`src/rtl/mem_arbiter.sv`:
```
// Two-master memory arbiter: instruction fetch and data port share one memory port.
// Optional per-transaction timeout is enabled with the MEM_ARB_TIMEOUT_EN macro.
module mem_arbiter #(
  parameter int TIMEOUT    = 16,
  parameter int STARVE_MAX = 4
) (
  input  logic        clk,
  input  logic        rst,
  input  logic        if_req,
  input  logic [31:0] if_addr,
  output logic [31:0] if_rdata,
  output logic        if_valid,
  input  logic        dm_req,
  input  logic        dm_we,
  input  logic [31:0] dm_addr,
  input  logic [31:0] dm_wdata,
  input  logic [3:0]  dm_be,
  output logic [31:0] dm_rdata,
  output logic        dm_valid,
  output logic        mem_req,
  output logic        mem_we,
  output logic [31:0] mem_addr,
  output logic [31:0] mem_wdata,
  output logic [3:0]  mem_be,
  input  logic        mem_ready,
  input  logic [31:0] mem_rdata,
  output logic        cpu_stall,
  output logic        bus_err
);

  localparam int SW = (STARVE_MAX < 1) ? 1 : $clog2(STARVE_MAX + 1);

  typedef enum logic [1:0] {IDLE, IF_ACC, DM_ACC} state_t;

  state_t        state;
  logic [SW-1:0] starve_cnt;
  logic          dm_side;
  logic          dm_wins;

  if (TIMEOUT < 1) begin : g_timeout_chk
    $error("mem_arbiter: TIMEOUT must be at least 1");
  end

  assign dm_side   = (state == DM_ACC);
  assign dm_wins   = dm_req && (!if_req || (starve_cnt < SW'(STARVE_MAX)));
  assign cpu_stall = (if_req & ~if_valid) | (dm_req & ~dm_valid);

`ifdef MEM_ARB_TIMEOUT_EN
  localparam int TW = (TIMEOUT < 2) ? 1 : $clog2(TIMEOUT + 1);
  logic [TW-1:0] wait_cnt;
`else
  assign bus_err = 1'b0;
`endif

  always_ff @(posedge clk or negedge rst) begin
    if (!rst) begin
      state      <= IDLE;
      starve_cnt <= '0;
      mem_req    <= 1'b0;
      mem_we     <= 1'b0;
      mem_addr   <= 32'h0;
      mem_wdata  <= 32'h0;
      mem_be     <= 4'h0;
      if_rdata   <= 32'h0;
      dm_rdata   <= 32'h0;
      if_valid   <= 1'b0;
      dm_valid   <= 1'b0;
`ifdef MEM_ARB_TIMEOUT_EN
      bus_err    <= 1'b0;
      wait_cnt   <= '0;
`endif
    end else begin
      if_valid <= 1'b0;
      dm_valid <= 1'b0;
`ifdef MEM_ARB_TIMEOUT_EN
      bus_err  <= 1'b0;
`endif
      case (state)
        IDLE: begin
`ifdef MEM_ARB_TIMEOUT_EN
          wait_cnt <= '0;
`endif
          if (dm_wins) begin
            state     <= DM_ACC;
            mem_req   <= 1'b1;
            mem_we    <= dm_we;
            mem_addr  <= dm_addr;
            mem_wdata <= dm_wdata;
            mem_be    <= dm_we ? dm_be : 4'hF;
            // Only data grants that bypass a waiting fetch count toward starvation
            if (if_req && (starve_cnt != SW'(STARVE_MAX)))
              starve_cnt <= starve_cnt + SW'(1);
          end else if (if_req) begin
            state      <= IF_ACC;
            mem_req    <= 1'b1;
            mem_we     <= 1'b0;
            mem_addr   <= if_addr;
            mem_be     <= 4'hF;
            starve_cnt <= '0;
          end
        end
        default: begin
          if (mem_ready) begin
            state   <= IDLE;
            mem_req <= 1'b0;
            if (dm_side) begin
              dm_rdata <= mem_rdata;
              dm_valid <= 1'b1;
            end else begin
              if_rdata <= mem_rdata;
              if_valid <= 1'b1;
            end
          end
`ifdef MEM_ARB_TIMEOUT_EN
          // Abort on the TIMEOUT-th access cycle; a coincident mem_ready wins above
          else if (wait_cnt == TW'(TIMEOUT - 1)) begin
            state   <= IDLE;
            mem_req <= 1'b0;
            bus_err <= 1'b1;
            if (dm_side) begin
              dm_rdata <= 32'h0;
              dm_valid <= 1'b1;
            end else begin
              if_rdata <= 32'h0;
              if_valid <= 1'b1;
            end
          end else begin
            wait_cnt <= wait_cnt + TW'(1);
          end
`endif
        end
      endcase
    end
  end

endmodule

```
`config.mk`:
```
export PLATFORM = sky130hd
export DESIGN_NAME = mem_arbiter
export DESIGN_NICKNAME = d
export VERILOG_FILES = /design/src/rtl/mem_arbiter.sv
export SDC_FILE = /design/constraint.sdc
export NUM_CORES = 1
export LEC_CHECK = 0
export ABC_AREA = 0
export BUFFER_PORTS_ARGS = -buffer_cell sky130_fd_sc_hd__buf_4
export CAP_MARGIN = 40
export CORE_UTILIZATION = 25
export CTS_CLUSTER_SIZE = 25
export DETAILED_ROUTE_END_ITERATION = 8
export GPL_ROUTABILITY_DRIVEN = 0
export PLACE_DENSITY = 0.46
export SLEW_MARGIN = 25
export SYNTH_ARGS = -nofsm -noshare
export SYNTH_HDL_FRONTEND = slang
export SYNTH_SLANG_ARGS = --single-unit
```
`constraint.sdc`:
```
create_clock -name clk -period 4.3 [get_ports clk]
set_input_delay 1.29 -clock clk [delete_from_list [all_inputs] [get_ports clk]]
set_output_delay 1.29 -clock clk [all_outputs]
set_load 0.01 [all_outputs]
```
== Yosys cells after proc, flatten, opt, wreduce, memory -nomap -nowiden ==
Index checks and enable logic that the tools add are counted.
Word-level totals
  word-level logic and storage cells: 61
  output and inout bits: 138
  register bits: 141
Cells by class
  bitwise operators: 7
  $add $sub $neg: 1
  equality and inequality tests: 4
  reductions and logical operators: 13
  magnitude comparators: 1
  muxes and demuxes: 24
Operators with widths (count)
  $mux 32: 2
  $mux 1: 12
  $mux 4: 3
  $mux 3: 3
  $reduce_and 3->1: 3
  $mux 2: 4
  $ne 3x3->1 const B: 2
  $reduce_and 2->1: 3
  $not 1->1: 4
  $reduce_bool 2->1: 2
  $add 3x1->3 const B: 1
  $lt 3x3->1 const B: 1
  $and 1x1->1: 2
  $eq 2x2->1 const B: 1
  $logic_and 1x1->1: 2
  $logic_not 2->1: 1
  $ne 2x1->1 const B: 1
  $logic_not 1->1: 1
  $logic_or 1x1->1: 1
  $or 1x1->1: 1

== Longest topological paths before layout ==
  depth in word-level cells: 5
  gate-level depth with buffers: 6
  gate-level depth less buffers: 3

== Worst setup path after synthesis ==
No wires, ideal clock.
  kind: input -> output
  start point: in if_req
  end point: out cpu_stall
  stages: 2
  arrival time: 1.548 ns
  slack: 1.462 ns
  required time: 3.010 ns
  cell sequence: inv_1 -> o22ai_1
Between the ends
  word-level cells in the longest chain between the ends: 2
RTL lines
  from (decl): line 9  | input logic if_req,
  $and 1x1->1: line 46  | assign cpu_stall = (if_req & ~if_valid) | (dm_req & ~dm_valid);
  $or 1x1->1: line 46
  to (decl): line 27  | output logic cpu_stall,
No other way between the ends.

== Worst setup path in the final report ==
Ends and elaborated chain as after synthesis.

==> results.cfg <==
[outcome]
status = finished clean

[floorplanning]
die_area_sq_mm = 0.0245
start_util_pct = 25.5
row_count = 56
ioPinCount = 276
die_y_um = 156
core_sq_mm = 0.0234
chipWidth_um = 156

[synthesis]
syn_nets = 573
synth_area_sq_mm = 0.00596
yosysTopAreaCell = dfrtp_1
syn_inst = 433
synth_commonest_cells = dfrtp_1, mux2_1, nand2_1, a21oi_1, mux2_2
synth_top_area_share_pct = 59.2
ys_ff_latch = 141
synth.area.top_cells = dfrtp_1, mux2_1, a31oi_4
synth.avg_cell_area_sq_um = 13.8
synth-edff-count = 0
synth.most_common_cell = dfrtp_1
synthArstFlopShare_pct = 100
synth_seq_area_share_pct = 59.2
yosys.cell_types.count = 33
ys_warn_count = 0
synth-main-ff-cell = dfrtp_1

[sta]
setup_tns_ps = 0
hold_viol_final = 0
post-route-min-period_ps = 3070
whs_ps = 480
period_share_pct = 71.5
slew_headroom_pct = 48.6
rsz0062_at_grt = false
finalSetupViolations = 0
final-max-slew-violation-count = 0
fmax_ghz = 0.325
skew_ps = 8.12
worst_slew_pin_slew_ps = 771

[finish]
nNetsFinal = 848
diodes = 0
syn2layout_area_growth_pct = 50.0
drive_gt1_share_pct = 51.2

[worst_setup_path]
cp.required_ps = 3010
crit_type = input port to output port
crit_path_end_kind = output port
cp.arrival_ps = 1780
cp_max_fo = 6
critPathLaunchType = input port

[clock_tree]
post_cts_buffers = 0
cts_buffers = 17
cts.sink_count = 141
clk_transition_reported_paths_ps = 60
cts-root-buf = clkbuf_16
ctsResizeCount = 0
clock_latency_ps = 410
cts_tree = yes
htreeDepth = 4
hold_buffers = 0
clockBufferDepth = 2

[global_routing]
grt_pass1_wl_um = 25900
groute.usage.overall_pct = 13.8
antenna_found_initial = 0
grt_pass1_vias = 4748
grt_overflow = 0
grt_max_degree = 64

[place]
hpwlAfterDp_um = 12100
portBuffers = 274

[power]
p_per_area_mw_per_mm2 = 715
max-vdd-ir-drop_mv = 0.262
leakage_nw = 4.12

[detailed_routing]
vias = 4434
ant_nets = 0
drc = 0
dr.pass1.iters = 4
drt-initial-drc-count = 194
drt-vias-per-instance = 4.26
routedWlPerCell_um = 16.0
wl_um = 16600

[run]
drv_cap = 0

[min_path]
min_path_type = flip-flop to flip-flop
-- critical path, cell delays in order --
cell and delay (ps):
buf_4 130, inv_1 50, o22ai_1 170, buf_4 140
-- where the power goes --
part / switching, mW / leakage, nW / internal (mW) / total, mW
sequential: 0.359 / 1.64 / 1.98 / 2.34
combinational: 1.18 / 2.18 / 1.39 / 2.57
clock: 0.606 / 0.295 / 0.886 / 1.49
total: 2.14 / 4.12 / 4.26 / 6.40
-- cell families (layout without fill, tap and decap cells) --
family | Yosys count | after routing | share of synthesized area [%]
compound gates | 78 | 78 | 13.0
fa+ha+maj | 2 | 2 | 0.420
buf+inv | 38 | 326 | 3.80
flops | 141 | 141 | 59.2
mux | 97 | 97 | 18.3
other cells | 1 | 1 | 0.0629
simple gates | 76 | 76 | 5.19
-- per-stage QoR --
stage                     area, sq um  power [mW]  std cells  setup WS [ps]  utilization, %
after floorplan                  5960        3.58        433           1460               -
after global placement           8300        4.92       1006           1230            35.4
after global routing             8940        6.82       1040           1200            38.2
final                            8940        6.40       1040           1230            38.2
after detailed placement         8320        4.98       1007           1230            35.6
after CTS                        8920        6.51       1039           1230            38.1
-- worst paths after layout --
| path | cells after the start | from | slack, ps | endpoint |
|---|---|---|---|---|
| min | 1 | mem_req | 480 | mem_req |
| max in group asynchronous | 3 | rst | 2570 | if_rdata[27] |
| min in group asynchronous | 1 | rst | 770 | mem_addr[16] |
| max reg2reg | 3 | state[1] | 2280 | mem_addr[3] |
| min reg2reg | 1 | mem_req | 480 | mem_req |
| max | 4 | if_req | 1230 | cpu_stall |
-- cell usage in the layout (no fill, tap or decap), types with 2 or more instances in the layout --
cell / n
buf_4: 281
o22a_1: 4
a31oi_4: 20
a21oi_1: 32
clkbuf_16: 17
bufinv_16: 2
mux2_1: 70
clkinv_4: 4
inv_6: 5
nand2_1: 66
a31oi_1: 12
mux2_2: 27
o21ai_0: 3
inv_1: 9
nand3_1: 2
dfrtp_1: 141
ha_1: 2
-- final cells by class --
cell class	count	area, sq um
inverters	10	37.5
flip-flops and latches	141	3530
repair buffers	284	2170
clock buffers	19	443
well taps	319	399
multi-input cells	254	2210
fillers	2336	14500
clock inverters	13	155
-- registers in the layout (all words and copies together), names as in the netlist --
name        flops
mem_wdata      32
mem_we          1
state           2
dm_valid        1
if_rdata       32
mem_addr       32
if_valid        1
starve_cnt      3
mem_be          4
mem_req         1
dm_rdata       32
-- per-layer routing --
layer | share of wire (%) | GRT usage [%]
met1 | 41 | 16.5
met5 | 0 | 0
met4 | 1.0 | 3.83
met3 | 8.1 | 4.74
met2 | 50 | 23.5
(Power assumes the default switching activity.)
